==> config.mk <==
export PLATFORM = sky130hd
export DESIGN_NAME = multicycle_controller
export DESIGN_NICKNAME = d
export VERILOG_FILES = /design/src/rtl/ctrl_pkg.sv /design/src/rtl/req_timer.sv /design/src/rtl/multicycle_controller.sv
export SDC_FILE = /design/constraint.sdc
export NUM_CORES = 1
export LEC_CHECK = 0
export CORE_MARGIN = 5
export CORE_UTILIZATION = 45
export CTS_CLUSTER_DIAMETER = 40
export DETAILED_ROUTE_END_ITERATION = 12
export PLACE_DENSITY_LB_ADDON = 0.05
export SLEW_MARGIN = 20
export SYNTH_ARGS = -nofsm -noshare
export SYNTH_HDL_FRONTEND = slang
export SYNTH_SLANG_ARGS = --single-unit
==> constraint.sdc <==
create_clock -name clk -period 2.5 [get_ports clk]
set_input_delay 0.625 -clock clk [delete_from_list [all_inputs] [get_ports clk]]
set_output_delay 0.625 -clock clk [all_outputs]
set_load 0.005 [all_outputs]
==> src/rtl/ctrl_pkg.sv <==
// Shared types and select encodings for the multi-cycle control unit.
// Class decode and per-class datapath selects live here so the top stays a pure sequencer.
package ctrl_pkg;

  typedef enum logic [2:0] {
    ST_FETCH  = 3'd0,
    ST_DECODE = 3'd1,
    ST_EXEC   = 3'd2,
    ST_MEM    = 3'd3,
    ST_WB     = 3'd4,
    ST_FAULT  = 3'd5
  } state_e;

  typedef enum logic [3:0] {
    CL_NONE   = 4'd0,
    CL_R      = 4'd1,
    CL_I      = 4'd2,
    CL_LOAD   = 4'd3,
    CL_STORE  = 4'd4,
    CL_BRANCH = 4'd5,
    CL_JAL    = 4'd6,
    CL_JALR   = 4'd7,
    CL_AUIPC  = 4'd8,
    CL_LUI    = 4'd9
  } class_e;

  localparam logic [2:0] IMM_R = 3'b000;
  localparam logic [2:0] IMM_I = 3'b001;
  localparam logic [2:0] IMM_B = 3'b010;
  localparam logic [2:0] IMM_S = 3'b011;
  localparam logic [2:0] IMM_U = 3'b100;
  localparam logic [2:0] IMM_J = 3'b101;

  localparam logic [1:0] RD_ALU = 2'b00;
  localparam logic [1:0] RD_PC4 = 2'b01;
  localparam logic [1:0] RD_IMM = 2'b10;

  localparam logic [1:0] RS1_REG    = 2'b00;
  localparam logic [1:0] RS1_PC     = 2'b01;
  localparam logic [1:0] RS1_PC_JAL = 2'b10;

  typedef struct packed {
    logic [2:0] imme;
    logic [1:0] rd;
    logic [1:0] rs1;
  } sel_t;

  // Flag vector order: {lui, auipc, jalr, jal, load, branch, store, i_type, r_type}.
  // Anything not exactly one-hot maps to CL_NONE.
  function automatic class_e flags_to_class(input logic [8:0] f);
    case (f)
      9'b000000001: return CL_R;
      9'b000000010: return CL_I;
      9'b000000100: return CL_STORE;
      9'b000001000: return CL_BRANCH;
      9'b000010000: return CL_LOAD;
      9'b000100000: return CL_JAL;
      9'b001000000: return CL_JALR;
      9'b010000000: return CL_AUIPC;
      9'b100000000: return CL_LUI;
      default:      return CL_NONE;
    endcase
  endfunction

  function automatic sel_t class_sel(input class_e c);
    case (c)
      CL_I, CL_LOAD: return '{IMM_I, RD_ALU, RS1_REG};
      CL_STORE:      return '{IMM_S, RD_ALU, RS1_REG};
      CL_BRANCH:     return '{IMM_B, RD_ALU, RS1_PC};
      CL_JAL:        return '{IMM_J, RD_PC4, RS1_PC_JAL};
      CL_JALR:       return '{IMM_I, RD_PC4, RS1_REG};
      CL_AUIPC:      return '{IMM_U, RD_ALU, RS1_PC};
      CL_LUI:        return '{IMM_U, RD_IMM, RS1_PC};
      default:       return '{IMM_R, RD_ALU, RS1_REG};
    endcase
  endfunction

endpackage

==> src/rtl/req_timer.sv <==
// Saturating count of consecutive unanswered request cycles.
// expired fires in the LIMIT-th unanswered cycle, so a same-cycle ready always wins.
module req_timer #(
  parameter int LIMIT = 16
) (
  input  logic clk,
  input  logic rst_n,
  input  logic clr,
  input  logic en,
  output logic expired
);

  localparam int W = (LIMIT > 1) ? $clog2(LIMIT) : 1;
  localparam logic [W-1:0] LAST = W'(LIMIT - 1);

  logic [W-1:0] cnt;

  always_ff @(posedge clk or negedge rst_n) begin
    if (!rst_n)                  cnt <= '0;
    else if (clr)                cnt <= '0;
    else if (en && cnt != LAST)  cnt <= cnt + W'(1);
  end

  assign expired = en && (cnt == LAST);

endmodule

==> src/rtl/multicycle_controller.sv <==
// Multi-cycle FETCH/DECODE/EXEC/MEM/WB sequencer over a shared req/ready memory port,
// with request timeout, illegal-class detection and a retired-instruction counter.
module multicycle_controller
  import ctrl_pkg::*;
#(
  parameter int MEM_TIMEOUT = 16,
  parameter int CNT_W       = 32
) (
  input  logic             clk,
  input  logic             rst_n,
  input  logic             r_type,
  input  logic             i_type,
  input  logic             store,
  input  logic             branch,
  input  logic             load,
  input  logic             jal,
  input  logic             jalr,
  input  logic             auipc,
  input  logic             lui,
  input  logic             mem_ready,
  output logic             mem_req,
  output logic             mem_write,
  output logic             we_re,
  output logic             ir_write,
  output logic             pc_write,
  output logic             reg_write,
  output logic [2:0]       imme_sel,
  output logic [1:0]       rd_sel,
  output logic [1:0]       rs1_sel,
  output logic             illegal,
  output logic             mem_fault,
  output logic             busy,
  output logic [CNT_W-1:0] instret
);

  localparam logic [2:0] FETCH  = ST_FETCH;
  localparam logic [2:0] DECODE = ST_DECODE;
  localparam logic [2:0] EXEC   = ST_EXEC;
  localparam logic [2:0] MEM    = ST_MEM;
  localparam logic [2:0] WB     = ST_WB;
  localparam logic [2:0] FAULT  = ST_FAULT;

  logic [2:0] state, nxt;
  class_e     cls, dec_cls;
  sel_t       sel;
  logic       tmo, tmr_en, tmr_clr, retire;

  assign dec_cls = flags_to_class({lui, auipc, jalr, jal, load, branch, store, i_type, r_type});

  always_comb begin
    nxt = state;
    case (state)
      FETCH:   if (mem_ready) nxt = DECODE;
               else if (tmo)  nxt = FAULT;
      DECODE:  nxt = (dec_cls != CL_NONE) ? EXEC : FETCH;
      EXEC:    case (cls)
                 CL_LOAD, CL_STORE: nxt = MEM;
                 CL_BRANCH:         nxt = FETCH;
                 default:           nxt = WB;
               endcase
      MEM:     if (mem_ready) nxt = (cls == CL_LOAD) ? WB : FETCH;
               else if (tmo)  nxt = FAULT;
      default: nxt = FETCH;
    endcase
  end

  always_ff @(posedge clk or negedge rst_n) begin
    if (!rst_n) begin
      state <= FETCH;
      cls   <= CL_NONE;
    end else begin
      state <= nxt;
      if (state == DECODE) cls <= dec_cls;
    end
  end

  // Every state change restarts the window, so FETCH and MEM waits never accumulate.
  assign tmr_en  = mem_req & ~mem_ready;
  assign tmr_clr = mem_ready | (nxt != state);

  generate
    if (MEM_TIMEOUT > 0) begin : g_timer
      req_timer #(.LIMIT(MEM_TIMEOUT)) u_timer (
        .clk     (clk),
        .rst_n   (rst_n),
        .clr     (tmr_clr),
        .en      (tmr_en),
        .expired (tmo)
      );
    end else begin : g_no_timer
      assign tmo = 1'b0;
    end
  endgenerate

  assign sel = class_sel(cls);

  always_comb begin
    mem_req   = 1'b0;
    mem_write = 1'b0;
    we_re     = 1'b0;
    ir_write  = 1'b0;
    pc_write  = 1'b0;
    reg_write = 1'b0;
    illegal   = 1'b0;
    mem_fault = 1'b0;
    imme_sel  = IMM_R;
    rd_sel    = RD_ALU;
    rs1_sel   = RS1_REG;
    retire    = 1'b0;
    case (state)
      FETCH: begin
        // Gated by rst_n so the port is quiet while reset is held.
        mem_req  = rst_n;
        ir_write = rst_n & mem_ready;
      end
      DECODE: begin
        // Flags are only valid in this cycle, so the illegal verdict is taken from them directly.
        illegal  = (dec_cls == CL_NONE);
        pc_write = (dec_cls == CL_NONE);
      end
      EXEC: begin
        {imme_sel, rd_sel, rs1_sel} = sel;
        pc_write = (cls == CL_BRANCH);
        retire   = (cls == CL_BRANCH);
      end
      MEM: begin
        {imme_sel, rd_sel, rs1_sel} = sel;
        mem_req   = 1'b1;
        we_re     = (cls == CL_LOAD);
        mem_write = (cls == CL_STORE);
        // A store finishes here; the PC moves only on the completing cycle.
        pc_write  = (cls == CL_STORE) & mem_ready;
        retire    = (cls == CL_STORE) & mem_ready;
      end
      WB: begin
        {imme_sel, rd_sel, rs1_sel} = sel;
        reg_write = 1'b1;
        pc_write  = 1'b1;
        retire    = 1'b1;
      end
      FAULT: begin
        mem_fault = 1'b1;
        pc_write  = 1'b1;
      end
      default: ;
    endcase
  end

  assign busy = (state != FETCH);

  always_ff @(posedge clk or negedge rst_n) begin
    if (!rst_n)      instret <= '0;
    else if (retire) instret <= instret + CNT_W'(1);
  end

endmodule
=== Word level (Yosys, flattened, before mapping) ===
Memory sizes are Yosys's and may differ from the RTL's.
Index checks and enable logic that the tools add are counted.

* Output and inout bits: 48
* Word-level logic and storage cells: 64
* Bits in read-only memories: 112
* Memories: 1
* Input bits: 12
* Register bits: 43

{| class="wikitable"
|+ Memory list
! memory !! words !! bits a word !! read ports !! clocked after Yosys merged registers in !! wr ports !! RTL line !! source
|-
| (no name shown) || 16 || 7 || 1 || 0 || 0 || ctrl_pkg.sv:66 || <nowiki>case (c)</nowiki>
|}

* Bitwise gates (word level): 5
* Equality and inequality tests: 20
* $add $sub $neg: 2
* Muxes and demuxes: 22
* Reduce and logical (&&, ||, !) cells: 10

{| class="wikitable"
|+ Operator list
! cell !! count
|-
| 4-bit case mux with 9 select lines || 1
|-
| 32-bit by 1-bit adder with 32-bit output (second input constant) || 1
|-
| 3-bit 2-to-1 mux || 5
|-
| 3-bit case mux with 4 select lines || 1
|-
| 9-bit by 1-bit equality test with 1-bit output (second input constant) || 1
|-
| 9-bit by 2-bit equality test with 1-bit output (second input constant) || 1
|-
| 9-bit by 3-bit equality test with 1-bit output (second input constant) || 1
|-
| 9-bit by 4-bit equality test with 1-bit output (second input constant) || 1
|-
| 9-bit by 5-bit equality test with 1-bit output (second input constant) || 1
|-
| 9-bit by 6-bit equality test with 1-bit output (second input constant) || 1
|-
| 9-bit by 7-bit equality test with 1-bit output (second input constant) || 1
|-
| 9-bit by 8-bit equality test with 1-bit output (second input constant) || 1
|-
| 9-bit equality test (second input constant) || 1
|-
| 4-bit by 3-bit equality test with 1-bit output (second input constant) || 2
|-
| 4-bit 2-to-1 mux || 2
|-
| 3-bit by 2-bit equality test with 1-bit output (second input constant) || 2
|-
| 3-bit equality test (second input constant) || 2
|-
| 1-bit 2-to-1 mux || 6
|-
| 2-bit 2-to-1 mux || 3
|-
| 3-bit case mux with 2 select lines || 1
|-
| 4-bit by 1-bit adder with 4-bit output (second input constant) || 1
|-
| 4-bit by 2-bit equality test with 1-bit output (second input constant) || 1
|-
| 4-bit equality test (second input constant) || 1
|-
| 4-bit logical NOT || 1
|-
| other kinds (16) || 20
|}

=== Logic depth before layout (Yosys ltp) ===
Gate-level depths: netlist of the first run.

* Depth after elaboration: 10
* Depth in mapped cells: 7
* Depth with buffers taken out: 6

=== Hierarchy ===
From an unflattened synthesis of the first run, not the netlist that was laid out.

* Cell total of the unflattened synthesis: 283
* Area total of the unflattened synthesis: 2616.3 µm²

{| class="wikitable"
|+ Modules (own cells, without submodules)
! module !! area an instance (µm²) !! cells each !! times used !! seq. area each (µm²)
|-
| multicycle_controller || 2377.3 || 262 || 1 || 975.9
|-
| req_timer || 239.0 || 21 || 1 || 100.1
|}

=== Worst setup path after synthesis of the first run ===
No wires, ideal clock.

* Path type: input to output
* Start: in r_type
* End: out pc_write
* Path buffers: 0
* Slack: -117 ps
* Arrival: 1992 ps
* Cell stages on the path: 5
* Required time: 1875 ps
* Path through: or3_1 > or3_1 > a221oi_2 > nor2_1 > a311o_1

* Longest elaborated chain between the ends: 4
* Elaborated cells on any way between the ends: 12
* Classes of those cells: 9 x eq/ne; 2 x mux; 1 x reduce/logical

{| class="wikitable"
|+ RTL lines
! item !! RTL line !! source
|-
| start: declaration || multicycle_controller.sv:11 || <nowiki>input logic r_type,</nowiki>
|-
| 9-bit equality test (tied with other cells) || ctrl_pkg.sv:51 || <nowiki>case (f)</nowiki>
|-
| 4-bit case mux with 9 select lines (*) || ctrl_pkg.sv:51 ||
|-
| 4-bit logical NOT (*) || multicycle_controller.sv:119 || <nowiki>pc_write = (dec_cls == CL_NONE);</nowiki>
|-
| 1-bit case mux with 4 select lines (*) || multicycle_controller.sv:110 || <nowiki>case (state)</nowiki>
|-
| end: declaration || multicycle_controller.sv:25 || <nowiki>output logic pc_write,</nowiki>
|}

Every way passes the cells marked *; elsewhere a longest branch is shown, timed or not.

=== Final worst setup path of the first run ===
* Start: in store
* End: out pc_write

* Longest elaborated chain between the ends: 4
* Elaborated cells on any way between the ends: 12
* Classes of those cells: 9 x eq/ne; 2 x mux; 1 x reduce/logical

{| class="wikitable"
|+ RTL lines
! item !! RTL line !! source
|-
| start: declaration || multicycle_controller.sv:13 || <nowiki>input logic store,</nowiki>
|-
| 9-bit equality test (tied with other cells) || ctrl_pkg.sv:51 ||
|-
| 4-bit case mux with 9 select lines (*) || ctrl_pkg.sv:51 ||
|-
| 4-bit logical NOT (*) || multicycle_controller.sv:119 ||
|-
| 1-bit case mux with 4 select lines (*) || multicycle_controller.sv:110 ||
|}

Marks and branches as above.

==> metrics.cfg, run 1 <==
[outcome]
status = finished with violations
failed_checks = setup timing

[yosys]
netlist.area_leader.share_pct = 43.1
yosysUniqueCellTypes = 48
synth_ff_type = dfrtp_1
yosysTopAreaCell = dfrtp_1
synth_enable_flop_cells = 0
synth_most_common_cell = dfrtp_1
synth_area_um2 = 2500
syn-num-nets = 279
avgSynthCellArea_um2 = 9.42
synthArstFlopShare_pct = 100
syn_inst = 265
synth_top_family_by_area = simple AND/OR/NAND/NOR gates
synthMuxAreaShare_pct = 1.30
synth_common_cells = 43 x dfrtp_1, 28 x nand2_1, 25 x nor2_1
yosysWarnings = 0
synth_seq_cells = 43
seq_area_frac_synth_pct = 43.1
synth_xor_area_share_pct = 13.3
yosys.area_share.simple_pct = 27.6
synth-adder-area-share_pct = 1.00
synth_compound_area_share_pct = 11.4
synth.area.top_cells = dfrtp_1 43%, xor2_1 7.0%, xnor2_1 6.3%

[timing]
tightest_slew_ns = 0.550
fin_crit_sh_pct = 109
finalMaxSlewViolations = 0
worst_slack_ns = -0.223
skew_ns = 0.00823
finalHoldViolCount = 0
setup_viol = 2
max_freq_mhz = 367
rsz0062_at_grt = true
fin_crit_ns = 2.72
relSlewSlack_pct = 63.3

[die]
coreArea_um2 = 5440
ios = 60
die_x_um = 84.5
rows = 27
die_h_um = 84.5
start_util_pct = 45.9
dieArea_um2 = 7140

[cts]
cts-htree-levels = 2
postCtsSetupBuffers = 0
cts.clk_slew.worst_paths_ns = 0.07
clock-sinks = 43
clk_latency_ns = 0.29
clockBufferDepth = 2
cts_tree = built
cts-root-buf = clkbuf_8
cts_buffers = 5

[global_route]
grtUsageMet3_pct = 3.73
grt_util_met2_pct = 27.6
grt_max_degree = 44
grt_pass1_wl_um = 10000
grt.busiest_layer = met2
grt.overflow.total = 0
grt_pass1_vias = 2196
grt_antenna_before_repair = 0
use_met1_pct = 22.1
grt.total_usage_pct = 16.9

[final_layout]
syn2layout_area_growth_pct = 40.9
fin_util_pct = 64.7
final_nets = 370
drive_gt1_share_pct = 18.8
fin_cells = 429
fin_area_um2 = 3520
n_antenna_cell = 0

[flow_run]
cap_viol_max_count = 0

[drt]
drt_iter0_markers = 84
detail-route-antenna-nets = 0
avgViaCountPerCell = 5.21
drt-pass1-iter-count = 4
drc = 0
finalWirelength_um = 5980
detail_route.wl_per_cell_um = 13.9
via_count = 2233

[placed_design]
port_buffers = 59
gp_congestion = 0.876
dp_cells = 421
place_area_um2 = 3380
detailed_place_hpwl_um = 4520

[worst_setup_path]
cp-end-kind = primary output
cp.arrival_ns = 2.10
crit_required_ns = 1.88
cp_max_fo = 2
start_kind = input port
worstSetupPathType = input port to primary output

[power]
p_sw_share_pct = 25.1
p_switching_uw = 333
p_comb_share_pct = 13.0
p_int_uw = 992
p_leak_nw = 1.53
power_frac_clock_pct = 32.4
powerDensity_nw_per_um2 = 376
p_seq_share_pct = 54.6
ir_drop_mv = 0.285

[worst_hold_path]
hold_class = input port to asynchronous set/reset pin

-- final cells by class --
| class | count | area (um^2) |
|---|---|---|
| multi-input cells | 208 | 1440 |
| repair buffers | 91 | 801 |
| inverters | 7 | 26.3 |
| fillers | 495 | 1920 |
| well taps | 72 | 90.1 |
| flip-flops and latches | 43 | 1080 |
| clock inverters | 2 | 12.5 |
| clock buffers | 6 | 72.6 |
-- what timing repair did --
action                     4_1_cts  5_1_grt
hold buffers                     0        0
pin swaps                        9        4
resized for setup               35       13
setup endpoints to repair       10       10
-- final timing paths --
kind / start / endpoint / slack, ns / cells after the start
hold / removal: rst_n / g_timer.u_timer.cnt[0] / 0.42 / 2
setup reg to reg: cls[1] / g_timer.u_timer.cnt[3] / 0.50 / 6
setup / recovery: store / pc_write / -0.22 / 7
max in group asynchronous: rst_n / cls[3] / 1.68 / 2
min in group clk: instret[31] / instret[31] / 0.49 / 1
hold reg to reg: instret[31] / instret[31] / 0.49 / 1
-- critical path, stage by stage --
cell	delay, ns
buf_6	0.09
or3_4	0.37
or3_4	0.33
a221oi_2	0.21
nor2_1	0.08
a311o_1	0.26
buf_2	0.13
-- cell families (layout without fill, tap and decap cells) --
group	Yosys count	count (layout)
multiplexers	3	3
adder cells (fa/ha/maj)	2	2
buffers and inverters	14	106
XOR/XNOR	38	38
AND/OR/NAND/NOR	130	130
flip-flops	43	43
AO/OA/AOI/OAI	35	35
-- per-layer routing --
| metal | routed length [um] | up-vias |
|---|---|---|
| li1 | - | 1119 |
| met1 | 2830 | 1065 |
| met2 | 2860 | 42 |
| met3 | 226 | 7 |
| met4 | 68 | 0 |
| met5 | 0 | - |
-- sequential cells by signal, summed over array words and instances (netlist names) --
signal               cells
state                    3
instret                 32
g_timer.u_timer.cnt      4
cls                      4
-- power groups by stage --
stage	Clock [mW]	Combinational (mW)	Sequential, mW
6_report	0.429	0.172	0.723
2_1_floorplan	0	0.0673	0.734
3_3_place_gp	0	0.172	0.737
4_1_cts	0.443	0.171	0.723
5_1_grt	0.471	0.190	0.726
3_5_place_dp	0	0.175	0.736
-- placed cells by master, fill, tap and decap left out, drive strengths merged, types with 2 or more instances in the layout --
cell type / netlist / layout
nand2b: 5 / 5
o21ai: 7 / 7
nand3: 10 / 10
ha: 2 / 2
nor4: 2 / 2
dlygate4sd2: 0 / 6
nor3b: 3 / 3
clkdlybuf4s50: 0 / 46
o32a: 2 / 2
nand2: 28 / 28
and4: 6 / 6
o211ai: 5 / 5
nand3b: 2 / 2
nor3: 16 / 16
or3: 4 / 4
and2: 4 / 4
a21oi: 5 / 5
inv: 7 / 7
nor2: 25 / 25
xnor2: 18 / 18
nor2b: 6 / 6
mux2: 2 / 2
a211oi: 2 / 2
and3: 8 / 8
buf: 2 / 38
xor2: 20 / 20
o211a: 2 / 2
dfrtp: 43 / 43
nand4: 6 / 6
o2111ai: 3 / 3
a21o: 2 / 2
clkbuf: 5 / 7
-- per-stage QoR --
| stage | setup slack, ns | total power, mW | TNS [ns] | hold slack [ns] |
|---|---|---|---|---|
| 2_1_floorplan | -0.0662 | 0.801 | -0.0662 | 0.329 |
| 3_3_place_gp | -0.915 | 0.909 | -2.04 | 0.456 |
| 3_5_place_dp | -0.942 | 0.912 | -2.18 | 0.482 |
| 4_1_cts | -0.301 | 1.34 | -0.425 | 0.445 |
| 5_1_grt | -0.287 | 1.39 | -0.988 | 0.475 |
| 6_report | -0.223 | 1.32 | -0.279 | 0.422 |
Power figures use the tool's default switching activity.
==> run 2, diff against run 1 <==
--- a/config.mk
+++ b/config.mk
@@ -5,6 +5,7 @@
 export SDC_FILE = /design/constraint.sdc
 export NUM_CORES = 1
 export LEC_CHECK = 0
+export ABC_AREA = 0
 export CORE_MARGIN = 5
 export CORE_UTILIZATION = 45
 export CTS_CLUSTER_DIAMETER = 40
==> results of run 2 <==
Same layout as run 1: the final DEF is identical, and so are final timing and power.
==> run 3, diff against run 2 <==
--- a/config.mk
+++ b/config.mk
@@ -6,10 +6,10 @@
 export NUM_CORES = 1
 export LEC_CHECK = 0
 export ABC_AREA = 0
-export CORE_MARGIN = 5
 export CORE_UTILIZATION = 45
 export CTS_CLUSTER_DIAMETER = 40
 export DETAILED_ROUTE_END_ITERATION = 12
+export HOLD_SLACK_MARGIN = 0.1
 export PLACE_DENSITY_LB_ADDON = 0.05
 export SLEW_MARGIN = 20
 export SYNTH_ARGS = -nofsm -noshare
==> run 3 against run 2 <==
Effect of this change: the run still ends with setup timing left; worst setup slack worse by 0.11 ns; design area up 2.8%; global-route usage increased by 5.0 points; non-clock buffer count is 7 higher; via count up 2.1%; worst hold slack better by 0.030 ns; final cell count rose by 1.2%; sequential power barely moved; clock-buffer cell count unchanged; critical path depth is the same; power up 1.2%; sequential share of layout area is 0.79 points lower; critical endpoint unchanged.
==> metrics.cfg, run 3 (synthesis gave the netlist of run 1 again) <==
[power]
ir_drop_mv = 0.211
p_leak_nw = 1.68
p_seq_share_pct = 54.1
power_frac_clock_pct = 32.6
p_comb_share_pct = 13.4
p_switching_uw = 344
powerDensity_nw_per_um2 = 371
p_int_uw = 997
power.total_mw = 1.34
p_sw_share_pct = 25.6

[final_layout]
drive_gt1_share_pct = 20.9
syn2layout_area_growth_pct = 44.8
largest-register = instret
final_nets = 377
fin_cells = 434
n_antenna_cell = 0
layout_commonest_cell = clkdlybuf4s50_1
largest_reg_flops = 32
layout_common_cells = 40 x clkdlybuf4s50_1, 39 x dfrtp_1, 32 x buf_4, 28 x nand2_1, 23 x nor2_1
top_regs = instret x32, cls x4, g_timer.u_timer.cnt x4

[die]
rows = 26
start_util_pct = 47.7
ios = 60
die_h_um = 76.5
dieArea_um2 = 5850
die_x_um = 76.5
coreArea_um2 = 5240

[placed_design]
dp_cells = 418
detailed_place_hpwl_um = 4260
gp_congestion = 0.803
port_buffers = 59

[global_route]
grt_antenna_before_repair = 0
grt_max_degree = 44
grt.total_usage_pct = 21.9
grt_pass1_wl_um = 10300
grt_pass1_vias = 2190
grt.overflow.total = 0

[cts]
clk_latency_ns = 0.29
cts_tree = built
cts.clk_slew.worst_paths_ns = 0.08
cts-htree-levels = 2
cts-root-buf = clkbuf_8
clockBufferDepth = 2
clock-sinks = 43
cts_buffers = 5

[outcome]
status = finished with violations
failed_checks = setup timing

[timing]
worst_slack_ns = -0.335
finalMaxSlewViolations = 0
relSlewSlack_pct = 62.9
tightest_slew_ns = 0.556
max_freq_mhz = 353
fin_crit_sh_pct = 113
rsz0062_at_grt = true
setup_viol = 3
finalHoldViolCount = 0
hold_ws_ns = 0.452
skew_ns = 0.00629
fin_crit_ns = 2.84

[worst_setup_path]
path_buf_inv = 2
cp_max_fo = 2
critPathMaxStageDelay_ns = 0.37
start_kind = input port
cp.arrival_ns = 2.21
cp_slowest_cell = or3_4
cpLargestDelayFamily = simple AND/OR/NAND/NOR gates
crit_required_ns = 1.88
worstSetupPathType = input port to primary output
cp-end-kind = primary output
crit_chain = buf_6 -> or3_4 -> or3_1 -> a221oi_2 -> nor2_2 -> a311o_1 -> buf_2

[worst_hold_path]
hold_class = input port to asynchronous set/reset pin

[drt]
finalWirelength_um = 5990
drt_iter0_markers = 92
detail_route.wl_per_cell_um = 13.8
avgViaCountPerCell = 5.26
drc = 0
via_count = 2281
drt-pass1-iter-count = 4
detail-route-antenna-nets = 0

[flow_run]
cap_viol_max_count = 0

[run 3: cell type report]
type	count	area, um^2
clock buffers	6	72.6
repair buffers	98	902
clock inverters	2	12.5
multi-input cells	208	1430
flip-flops and latches	43	1080
inverters	7	26.3
well taps	70	87.6
fillers	414	1620
[run 3: final timing paths]
check                      slack, ns  cells after the start                endpoint   startpoint
setup / recovery               -0.34                      7                pc_write       r_type
hold / removal                  0.45                      2                state[2]        rst_n
setup reg to reg                0.53                      6  g_timer.u_timer.cnt[3]       cls[0]
hold reg to reg                 0.49                      1             instret[12]  instret[12]
max in group asynchronous       1.65                      2                state[0]        rst_n
min in group clk                0.49                      1             instret[12]  instret[12]
[run 3: metrics by stage]
| step | cell area, um^2 | util [%] | TNS [ns] | setup slack, ns |
|---|---|---|---|---|
| 6_report | 3620 | 69.0 | -0.469 | -0.335 |
| 5_1_grt | 3620 | 69.0 | -0.611 | -0.395 |
| 3_5_place_dp | 3370 | 64.4 | -2.14 | -0.940 |
| 3_3_place_gp | 3370 | 64.4 | -2.10 | -0.908 |
| 2_1_floorplan | 2500 | - | -0.0662 | -0.0662 |
| 4_1_cts | 3560 | 68.0 | -0.645 | -0.300 |
[run 3: what timing repair did]
item,in CTS,in global routing
endpoints found under the setup margin,12,14
pin swaps,8,6
hold buffers,0,0
setup buffers,13,1
resized for setup,42,20
[run 3: power by group through the flow]
stage / Combinational, mW / Sequential, mW / Clock, mW
6_report: 0.179 / 0.725 / 0.437
3_5_place_dp: 0.175 / 0.737 / 0
5_1_grt: 0.199 / 0.728 / 0.486
3_3_place_gp: 0.174 / 0.736 / 0
4_1_cts: 0.176 / 0.724 / 0.453
2_1_floorplan: 0.0673 / 0.734 / 0
[run 3: layer usage]
metal	track usage, %	share of wire, %	vias to the layer above	wire, um
li1	-	-	1136	-
met1	28.3	48	1098	2900
met2	36.2	47	41	2830
met3	5.03	3.3	6	197
met4	6.54	1.1	0	65
met5	0	0	-	0
